===== src/rtl/hex_display_pkg.sv =====
// Shared constants and types for the multi-digit seven-segment display controller.
// Segment codes are active-low, bit order g..a (bit 6 = g).
package hex_display_pkg;

  localparam logic [6:0] SEG_BLANK = 7'b1111111;

  // Index 0 is the rightmost element of the concatenation.
  localparam logic [15:0][6:0] SEG_TABLE = {
    7'b0001110,  // F
    7'b0000110,  // E
    7'b0100001,  // d
    7'b1000110,  // C
    7'b0000011,  // b
    7'b0001000,  // A
    7'b0010000,  // 9
    7'b0000000,  // 8
    7'b1111000,  // 7
    7'b0000010,  // 6
    7'b0010010,  // 5
    7'b0011001,  // 4
    7'b0110000,  // 3
    7'b0100100,  // 2
    7'b1111001,  // 1
    7'b1000000   // 0
  };

  typedef enum logic {
    IDLE   = 1'b0,
    DECODE = 1'b1
  } state_t;

endpackage


===== src/rtl/hex_digit_decode.sv =====
// Single shared nibble-to-segment lookup; the controller time-multiplexes it
// across digits instead of instantiating one decoder per digit.
module hex_digit_decode
  import hex_display_pkg::*;
(
  input  logic [3:0] nibble,
  output logic [6:0] seg
);

  assign seg = SEG_TABLE[nibble];

endmodule


===== src/rtl/hex_display_ctrl.sv =====
// Multi-digit HEX display controller: decodes one digit per cycle into a shadow
// frame, commits the whole frame at once, then applies per-digit blink gating.
module hex_display_ctrl
  import hex_display_pkg::*;
#(
  parameter int NDIGITS   = 6,
  parameter int BLINK_DIV = 25_000_000
) (
  input  logic                   clk,
  input  logic                   rst_n,
  input  logic                   load_valid,
  output logic                   load_ready,
  input  logic [4*NDIGITS-1:0]   load_value,
  input  logic                   lz_en,
  input  logic [NDIGITS-1:0]     blink_mask,
  output logic [7*NDIGITS-1:0]   hex_out
);

  localparam int IDX_W = (NDIGITS > 1) ? $clog2(NDIGITS) : 1;
  localparam int CNT_W = $clog2(BLINK_DIV);
  localparam logic [IDX_W-1:0] LAST_IDX = IDX_W'(NDIGITS - 1);
  localparam logic [CNT_W-1:0] CNT_MAX  = CNT_W'(BLINK_DIV - 1);

  state_t state, state_next;
  logic   transfer;
  logic   last_digit;

  logic [IDX_W-1:0]     idx;
  logic [4*NDIGITS-1:0] value_q;
  logic                 lz_q;
  logic [NDIGITS-1:0]   mask_q;
  logic [NDIGITS-1:0]   active_mask;

  logic [NDIGITS-1:0]   lz_blank;
  logic [3:0]           cur_nibble;
  logic                 cur_blank;
  logic [6:0]           cur_seg;

  logic [7*NDIGITS-1:0] shadow;
  logic [7*NDIGITS-1:0] shadow_next;
  logic [7*NDIGITS-1:0] frame;

  logic [CNT_W-1:0]     prescaler;
  logic                 blink_phase;

  always_ff @(posedge clk or negedge rst_n) begin
    if (!rst_n) begin
      state <= IDLE;
    end else begin
      state <= state_next;
    end
  end

  always_comb begin
    state_next = state;
    load_ready = 1'b0;
    transfer   = 1'b0;
    last_digit = 1'b0;
    case (state)
      IDLE: begin
        load_ready = 1'b1;
        if (load_valid) begin
          transfer   = 1'b1;
          state_next = DECODE;
        end
      end
      DECODE: begin
        if (idx == LAST_IDX) begin
          last_digit = 1'b1;
          state_next = IDLE;
        end
      end
      default: state_next = IDLE;
    endcase
  end

  always_ff @(posedge clk or negedge rst_n) begin
    if (!rst_n) begin
      value_q <= '0;
      lz_q    <= 1'b0;
      mask_q  <= '0;
    end else if (transfer) begin
      value_q <= load_value;
      lz_q    <= lz_en;
      mask_q  <= blink_mask;
    end
  end

  always_ff @(posedge clk or negedge rst_n) begin
    if (!rst_n) begin
      idx <= '0;
    end else if (transfer || last_digit) begin
      idx <= '0;
    end else if (state == DECODE) begin
      idx <= idx + 1'b1;
    end
  end

  // Walk from the top digit down: a digit is blanked only while everything
  // above it (and itself) is zero; digit 0 always shows.
  always_comb begin
    logic upper_zero;
    upper_zero = 1'b1;
    lz_blank   = '0;
    for (int i = NDIGITS - 1; i >= 0; i--) begin
      upper_zero  = upper_zero && (value_q[4*i +: 4] == 4'h0);
      lz_blank[i] = lz_q && (i != 0) && upper_zero;
    end
  end

  always_comb begin
    cur_nibble = 4'h0;
    cur_blank  = 1'b0;
    for (int i = 0; i < NDIGITS; i++) begin
      if (idx == IDX_W'(i)) begin
        cur_nibble = value_q[4*i +: 4];
        cur_blank  = lz_blank[i];
      end
    end
  end

  hex_digit_decode u_decode (
    .nibble (cur_nibble),
    .seg    (cur_seg)
  );

  always_comb begin
    shadow_next = shadow;
    for (int i = 0; i < NDIGITS; i++) begin
      if (idx == IDX_W'(i)) begin
        shadow_next[7*i +: 7] = cur_blank ? SEG_BLANK : cur_seg;
      end
    end
  end

  // The committed frame takes shadow_next so the last digit lands in the same edge.
  always_ff @(posedge clk or negedge rst_n) begin
    if (!rst_n) begin
      shadow      <= {NDIGITS{SEG_BLANK}};
      frame       <= {NDIGITS{SEG_BLANK}};
      active_mask <= '0;
    end else if (state == DECODE) begin
      shadow <= shadow_next;
      if (last_digit) begin
        frame       <= shadow_next;
        active_mask <= mask_q;
      end
    end
  end

  always_ff @(posedge clk or negedge rst_n) begin
    if (!rst_n) begin
      prescaler   <= '0;
      blink_phase <= 1'b0;
    end else if (prescaler == CNT_MAX) begin
      prescaler   <= '0;
      blink_phase <= ~blink_phase;
    end else begin
      prescaler <= prescaler + 1'b1;
    end
  end

  always_comb begin
    hex_out = frame;
    for (int i = 0; i < NDIGITS; i++) begin
      if (blink_phase && active_mask[i]) begin
        hex_out[7*i +: 7] = SEG_BLANK;
      end
    end
  end

endmodule


===== config.mk =====
export PLATFORM = sky130hd
export DESIGN_NAME = hex_display_ctrl
export DESIGN_NICKNAME = d
export VERILOG_FILES = /design/src/rtl/hex_display_pkg.sv /design/src/rtl/hex_digit_decode.sv /design/src/rtl/hex_display_ctrl.sv
export SDC_FILE = /design/constraint.sdc
export NUM_CORES = 1
export LEC_CHECK = 0
export ABC_AREA = 1
export BUFFER_PORTS_ARGS = -buffer_cell sky130_fd_sc_hd__buf_4
export CORE_AREA = 4 4 124 126
export DETAILED_ROUTE_END_ITERATION = 10
export DIE_AREA = 0 0 128 130
export PLACE_DENSITY = 0.75
export SYNTH_ARGS = -nofsm -noshare
export SYNTH_HDL_FRONTEND = slang
export SYNTH_SLANG_ARGS = --single-unit

===== constraint.sdc =====
create_clock -name clk -period 2.4 [get_ports clk]
set_input_delay 0.24 -clock clk [delete_from_list [all_inputs] [get_ports clk]]
set_output_delay 0.24 -clock clk [all_outputs]
set_load 0.05 [all_outputs]

* Word-level counts from Yosys, hierarchy flattened
Memory sizes are Yosys's and may differ from the RTL's. Cells that the tools add are included.
Operators by class: add/subtract/negate cells 2, order comparisons 1, equality and inequality tests 6, mux-type cells 35, bitwise gates (word level) 2, reductions and logical operators 24
Operators by type and width (number):
- 2-to-1 mux 7 bit | 14
- adder 25 x 1 -> 25 bit (second input constant) | 1
- == test 25 bit (second input constant) | 1
- 2-to-1 mux 25 bit | 1
- 2-to-1 mux 4 bit | 6
- logical NOT 4 bit | 5
- logical AND 1 bit | 15
- 2-to-1 mux 1 bit | 11
- == test 3 x 2 -> 1 bit (second input constant) | 2
- == test 3 bit (second input constant) | 2
- 2-to-1 mux 3 bit | 2
- < comparator 4 x 5 -> 1 bit (second input constant) | 1
- adder 3 x 1 -> 3 bit (second input constant) | 1
- == test 3 x 1 -> 1 bit (second input constant) | 1
- logical NOT 3 bit | 1
- NOT 1 bit | 2
- one-hot mux 1 bit (2 select lines) | 1
- AND reduction 2 bit | 1
- nonzero test 2 bit | 1
- logical OR 1 bit | 1
Storage, ports and cells: register bits after elaboration 151, ROM bits 112, input port bits 34, memories kept 1
Memory list:
- (name not given) | depth 16, width 7, read ports 1, clocked after Yosys merged registers in 0, wr ports 0, line hex_digit_decode.sv:10 | assign seg = SEG_TABLE[nibble];

* Depth between registers and ports, before layout
Gate-level depths: netlist of the first run.
word-level depth 13, mapped depth 22, mapped depth without buffers 22

* Cells and area by module
A second synthesis of the first run with hierarchy kept.
Second synthesis, totals: cells, all modules 932, area, all modules 7718.7 µm²
By module, submodules not included:
- hex_display_ctrl | instances 1, cells an instance 880, area each 7438.4 µm², seq. area each 3699.8 µm²
- hex_digit_decode | instances 1, cells an instance 52, area each 280.3 µm², seq. area each 0.0 µm²

* Least setup slack after synthesis of the first run
Ideal clock, no wire load.
path kind reg-to-reg, from register idx[0], to register shadow[20], arrival time 2254 ps, data required time 2308 ps, slack 55 ps, cell stages (with the launch flop) 18, period minus slack after synthesis 2345 ps, cell sequence dfrtp_1 > ha_1 > ha_1 > clkbuf_1 > inv_1 > nand2_1 > inv_1 > nand2_1 > nand2_1 > a21oi_2 > inv_1 > ha_1 > nand2_2 > nand2_1 > nand2_1 > nand3_1 > nand3_1 > o21ai_0
On the way: longest elaborated chain between the ends 11, elaborated cells on any way between the ends 21, classes of those cells eq/ne: 5; mux: 14; reduce/logical: 1; memory: 1
Ends and longest elaborated chain:
- from (decl) | line hex_display_ctrl.sv:28 | logic [IDX_W-1:0] idx;
- from (signal assigned) | line hex_display_ctrl.sv:95 | idx <= idx + 1'b1;
- logical NOT 3 bit | line hex_display_ctrl.sv:115 | if (idx == IDX_W'(i)) begin
- 2-to-1 mux 4 bit (6 in a row) | line hex_display_ctrl.sv:115
- memory (16 x 7 bit)
- 2-to-1 mux 7 bit (implied by the code) | line hex_digit_decode.sv:10
- 2-to-1 mux 7 bit | line hex_display_ctrl.sv:131 | shadow_next[7*i +: 7] = cur_blank ? SEG_BLANK : cur_seg;
- 2-to-1 mux 7 bit (*) | line hex_display_ctrl.sv:130 | if (idx == IDX_W'(i)) begin
- to (signal assigned) | line hex_display_ctrl.sv:139 | shadow <= {NDIGITS{SEG_BLANK}};
- to (signal assigned) | line hex_display_ctrl.sv:143 | shadow <= shadow_next;
- to (decl) | line hex_display_ctrl.sv:39 | logic [7*NDIGITS-1:0] shadow;
Every way passes the cells marked *; elsewhere a longest branch is shown, timed or not. The select of a mux whose other input is x is not followed. A chain may end at the register's enable or synchronous reset.

* Worst setup path after layout of the first run
from register idx[1], to register frame[22]
On the way: longest elaborated chain between the ends 11, elaborated cells on any way between the ends 24, classes of those cells eq/ne: 5; mux: 16; reduce/logical: 2; memory: 1
Ends and longest elaborated chain:
- logical NOT 3 bit | line hex_display_ctrl.sv:115
- 2-to-1 mux 4 bit (6 in a row) | line hex_display_ctrl.sv:115
- memory (16 x 7 bit)
- 2-to-1 mux 7 bit (implied by the code) | line hex_digit_decode.sv:10
- 2-to-1 mux 7 bit | line hex_display_ctrl.sv:131
- 2-to-1 mux 7 bit | line hex_display_ctrl.sv:130
- to (signal assigned) | line hex_display_ctrl.sv:140 | frame <= {NDIGITS{SEG_BLANK}};
- to (signal assigned) | line hex_display_ctrl.sv:145 | frame <= shadow_next;
- to (decl) | line hex_display_ctrl.sv:41 | logic [7*NDIGITS-1:0] frame;
Several ways; a longest one is shown, not always the timed one. The select of a mux whose other input is x is not followed.

==> results_dict.tcl, run 1 <==
set metrics [dict create \
    status "finished with violations" \
    violations "setup timing" \
    clkSlewWorstSetupHoldPaths_ns 0.06 \
    wl_per_cell_um 14.99 \
    synth_nets 1003 \
    period_minus_slack_ns 2.434 \
    r2r_cells 20 \
    cts_buffers 17 \
    min_from "load_value[13]" \
    synth.top_cells.by_count "nand2_1, inv_1, nand3_1" \
    switching_share_pct 44.97 \
    worstMarginPinSlew_ns 0.7601 \
    drtAntennaViolNets 0 \
    clock_sinks 144 \
    nNetsFinal 1113 \
    cts_root_buffer "clkbuf_16" \
    worstReg2RegStart "idx[1]" \
    switchingPower_mw 7.168 \
    max_cap_viol_count 0 \
    dp_hpwl_um 12760 \
    antenna_cells 0 \
    cpLargestDelayFamily "simple AND/OR/NAND/NOR gates" \
    io_buffers 76 \
    clock_latency_ns 0.43 \
    arrival_ns 2.80 \
    seqPwrFrac_pct 27.3 \
    vias 6713 \
    cp-start-kind "register" \
    yosys_warnings 0 \
    netlist_top_cells_area "dfstp_2, dfrtp_1, nand2_1, nand3_1, inv_1" \
    rows 44 \
    pre_cts_ws_ns -0.1827 \
    grt_util_all_layers_pct 23.12 \
    syn2layout_area_growth_pct 27.49 \
    slew_violations 0 \
    grt_pass1_wl_um 30770 \
    worstPathRequired_ns 2.77 \
    yosysTopAreaCellShare_pct 26.98 \
    overflow 0 \
    maxSlewHeadroom_pct 49.25 \
    place_congestion 0.8634 \
    fin_crit_sh_pct 101.4 \
    power_mw 15.94 \
    first_pass_iters 7 \
    rsz0062_at_grt "true" \
    path_cells "inv_2, ha_4, inv_4, nor2_4, nand2_2, nand3_2, nand3_2, nand2_1, nand2_1, nand2_2, nand2_4, ha_4, inv_4, a21oi_2, nand2_1, nand2_1, inv_2, nand3_1, nand3_1, nand2_1" \
    synth_most_common_cell "nand2_1" \
    path_depth 20 \
    fmax_mhz 410.9 \
    r2r_setup_slack_ns -0.03 \
    synth-edff-count 0 \
    drt_iter0_drc 577 \
    r2r-end "frame[22]" \
    ys_seq_area_share_pct 49.33 \
    via_per_inst 5.311 \
    grt_max_degree 56 \
    finalWirelength_um 18950 \
    p_per_area_nw_per_um2 1667 \
    synth_cell_types 38 \
    dieArea_sq_um 16640 \
    ys.flop_type "dfstp_2" \
    drive_above_1_share_pct 33.06 \
    netlist_area_sq_um 7500 \
    cpMostUsedCell "nand2_1" \
    antenna_found_initial 0 \
    p_leak_nw 4.847 \
    utilization_pct 66.80 \
    hold_end "value_q[13]" \
    grt_pass1_vias 6314 \
    drc 0 \
    cts_buffer_depth 2 \
    setup.worst_path.end_class "register" \
    critPathMaxFanout 6 \
    slowest_delay_ns 0.43 \
    p_clk_share_pct 17.3 \
    critPathKind "reg -> reg" \
    synth_seq_cells 144 \
    finalSetupTns_ns -0.1282 \
    finalHoldViolations 0 \
    crit_buf_inv 4 \
    cp_slowest_cell "dfrtp_1" \
    die_h_um 130 \
    irDropWorstVdd_uv 861.2 \
    hold_class "in -> reg" \
    htreeDepth 4 \
    worstHoldPathCells 2 \
    initial_utilization_pct 52.40 \
    worst_clock_skew_ns 0.007762 \
    fp.dieW_um 128 \
    pwr-share-comb_pct 55.4 \
    cts_tree "yes" \
    fin_ws_ns -0.03358 \
    avgSynthCellArea_sq_um 7.837 \
    io_pins 77 \
    async_flop_share_pct 100.0 \
    syn_inst 957 \
    setup_viol 8 \
    core_area_sq_um 14310 \
    power.internal_mw 8.773 \
    yosysTopAreaCell "dfstp_2" \
]
-- cell type report --
cell class / count / area (sq um)
clock buffer: 24 / 524.3
clock inverter: 8 / 96.34
fill: 1145 / 4752
inverter: 121 / 464.2
multi-input combinational: 654 / 3515
sequential: 144 / 3701
tap: 184 / 230.2
timing repair buffer: 129 / 1031
-- state kept, by name, summed over array words and instances, names as in the netlist --
| name | count |
|---|---|
| state | 1 |
| lz_q | 1 |
| frame | 42 |
| mask_q | 6 |
| idx | 3 |
| value_q | 24 |
| prescaler | 25 |
| shadow | 35 |
| active_mask | 6 |
| blink_phase | 1 |
-- routing by layer --
metal / GRT usage [%] / up-vias / routed length (um)
li1: - / 3305 / -
met1: 32.14 / 3122 / 8529
met3: 4.216 / 48 / 1004
met2: 35.43 / 238 / 8721
met4: 10.74 / 0 / 688
met5: 0 / - / 0
-- per-stage QoR --
stage	cell area, sq um	hold WS (ns)	instances
after floorplan	7500	-0.05559	957
after detailed placement	8521	0.2055	1222
after global placement	8521	0.2061	1222
after global routing	9562	0.04189	1264
after CTS	9224	0.02248	1257
final	9562	0.04231	1264
-- power by group through the flow --
stage	clock network (mW)	registers, mW	logic, mW
final	2.75	4.35	8.84
after global routing	2.89	4.47	9.66
after CTS	2.79	4.32	7.64
after detailed placement	0	4.35	7.38
after global placement	0	4.32	7.21
after floorplan	0	4.19	5.25
-- kinds of logic after synthesis --
| group | count (synthesis) | share of synthesized area, % |
|---|---|---|
| AO/OA/AOI/OAI | 71 | 5.122 |
| flip-flops | 144 | 49.33 |
| AND/OR/NAND/NOR | 552 | 32.85 |
| XOR/XNOR | 6 | 0.7007 |
| buffers and inverters | 159 | 8.041 |
| multiplexers | 13 | 1.952 |
| adder cells (fa/ha/maj) | 12 | 2.002 |
-- worst max path at each step --
| stage | from | to | slack [ns] |
|---|---|---|---|
| global placement | idx[0] | frame[24] | -0.12 |
| floorplan | idx[0] | shadow[20] | 0.05 |
| detailed placement | idx[0] | frame[31] | -0.18 |
| finish | idx[1] | frame[22] | -0.03 |
| global route | idx[1] | frame[22] | -0.19 |
| CTS | idx[0] | frame[31] | -0.03 |
-- what timing repair did --
item / 4_1_cts / 5_1_grt
hold endpoints to repair: 18 / 0
hold buffers: 1 / 0
endpoints found under the setup margin: 70 / 72
gates resized for setup: 18 / 75
buffers inserted: 2 / 7
pin swaps: 3 / 36
-- layout by cell type, fill, tap and decap left out, drive strengths merged, types with 13 or more instances in the layout --
cell type	n
nand2	281
buf	128
inv	121
nand3	107
dfstp	77
dfrtp	67
nor2	66
nand4	42
or2	32
o21ai	31
a21oi	31
clkbuf	24
mux2	13
Note: power is estimated with default switching activity, not from simulation.
==> run 2, diff against run 1 <==
--- a/config.mk
+++ b/config.mk
@@ -10,7 +10,7 @@
 export CORE_AREA = 4 4 124 126
 export DETAILED_ROUTE_END_ITERATION = 10
 export DIE_AREA = 0 0 128 130
-export PLACE_DENSITY = 0.75
+export PLACE_DENSITY = 0.76
 export SYNTH_ARGS = -nofsm -noshare
 export SYNTH_HDL_FRONTEND = slang
 export SYNTH_SLANG_ARGS = --single-unit
==> results_dict.tcl, run 2 (same netlist as run 1, synthesis figures left out) <==
set metrics [dict create \
    fin_ws_ns -0.06375 \
    final_common_cell "nand2_1" \
    dieArea_sq_um 16640 \
    nNetsFinal 1127 \
    io_pins 77 \
    clkSlewWorstSetupHoldPaths_ns 0.06 \
    r2r_cells 20 \
    grt_pass1_wl_um 31720 \
    slew_violations 0 \
    max_cap_viol_count 0 \
    antenna_found_initial 0 \
    path_cells "inv_4, ha_4, inv_4, nor2_4, nand2_1, nand3_2, nand3_2, nand2_1, nand2_1, nand2_2, nand2_4, ha_4, inv_2, a21oi_2, nand2_1, nand2_2, clkinv_4, nand3_4, nand3_2, nand2_1" \
    grt_util_all_layers_pct 24.09 \
    cp_slowest_cell "dfrtp_2" \
    critPathMaxFanout 6 \
    irDropWorstVdd_uv 934.7 \
    use_met1_pct 31.99 \
    min_from "load_value[15]" \
    antenna_cells 0 \
    drt_iter0_drc 722 \
    overflow 0 \
    fp.dieW_um 128 \
    critPathKind "reg -> reg" \
    cts_tree "yes" \
    grt_busiest_layer "met2" \
    slowest_delay_ns 0.48 \
    final_cell_mix "nand2_1, buf_4, inv_1" \
    fmax_mhz 405.9 \
    clock_sinks 144 \
    cts_buffer_depth 2 \
    htreeDepth 4 \
    finalSetupTns_ns -0.9023 \
    crit_buf_inv 4 \
    grt_pass1_vias 6543 \
    fin_crit_sh_pct 102.7 \
    vias 6934 \
    groute.layer.met3.usage_pct 5.239 \
    stdcell_area_sq_um 9917 \
    r2r_setup_slack_ns -0.06 \
    syn2layout_area_growth_pct 32.23 \
    hold_class "in -> reg" \
    cts_root_buffer "clkbuf_16" \
    rsz0062_at_grt "true" \
    cpMostUsedCell "nand2_1" \
    wl_per_cell_um 16.16 \
    worstMarginPinSlew_ns 0.7890 \
    period_minus_slack_ns 2.464 \
    clock_latency_ns 0.44 \
    pre_cts_ws_ns -0.2017 \
    violations "setup timing" \
    worstHoldPathCells 2 \
    finalWirelength_um 20660 \
    r2r-end "shadow[1]" \
    place_congestion 0.8594 \
    cts_buffers 17 \
    cpLargestDelayFamily "simple AND/OR/NAND/NOR gates" \
    largest_reg_flops 42 \
    setup.worst_path.end_class "register" \
    drive_above_1_share_pct 36.20 \
    worst_clock_skew_ns 0.008405 \
    gr-usage-met2_pct 37.52 \
    arrival_ns 2.84 \
    worstReg2RegStart "idx[0]" \
    io_buffers 76 \
    setup_viol 32 \
    die_h_um 130 \
    grt_max_degree 74 \
    worstPathRequired_ns 2.78 \
    drc 0 \
    initial_utilization_pct 52.40 \
    holdWs_ns 0.03757 \
    finalHoldViolations 0 \
    first_pass_iters 6 \
    cp-start-kind "register" \
    top_register "frame" \
    hold_end "value_q[15]" \
    status "finished with violations" \
    maxSlewHeadroom_pct 47.40 \
    core_area_sq_um 14310 \
    drtAntennaViolNets 0 \
    dp_hpwl_um 13050 \
    place_area_sq_um 8561 \
    top_regs "frame x42, shadow x35, prescaler x25" \
    p_per_area_nw_per_um2 1734 \
    rows 44 \
    via_per_inst 5.426 \
    p_leak_nw 5.039 \
]
-- run 2: through the flow --
step	std cells	power (mW)	utilization, %
floorplan	957	9.446	-
global placement	1229	11.69	59.81
detailed placement	1229	11.94	59.81
CTS	1265	15.32	65.64
global route	1278	18.21	69.28
finish	1278	17.20	69.28
-- run 2: timing repair --
action	in CTS	in global routing
setup endpoints to repair	71	72
gates cloned	0	3
pin swaps	15	56
setup buffers	3	10
endpoints found under the hold margin	23	0
hold buffers	1	0
resized for setup	55	100
-- run 2: worst max path at each step --
stage | to | start | cells after the start
2_1_floorplan | shadow[20] | idx[0] | 17
3_3_place_gp | frame[33] | idx[0] | 13
3_5_place_dp | shadow[24] | idx[1] | 17
4_1_cts | frame[2] | idx[0] | 19
5_1_grt | shadow[31] | idx[0] | 20
6_report | shadow[1] | idx[0] | 20
-- run 2: final cells by class --
cell class | instances | area [sq um]
inverter | 121 | 471.7
clock buffer | 24 | 503.0
fill | 1128 | 4397
tap | 184 | 230.2
sequential | 144 | 3701
timing repair buffer | 142 | 1172
clock inverter | 8 | 78.83
multi-input combinational | 655 | 3760
-- run 2: where the power goes --
group | internal, mW | leakage (nW) | switching (mW)
registers | 3.85 | 1.62 | 0.524
clock network | 1.57 | 0.285 | 1.02
logic | 3.79 | 3.13 | 6.44
-- run 2: routing by layer --
metal,vias up,part of all wire [%]
li1,3332,-
met1,3260,42
met2,272,48
met3,70,6.4
met4,0,4.0
met5,-,0
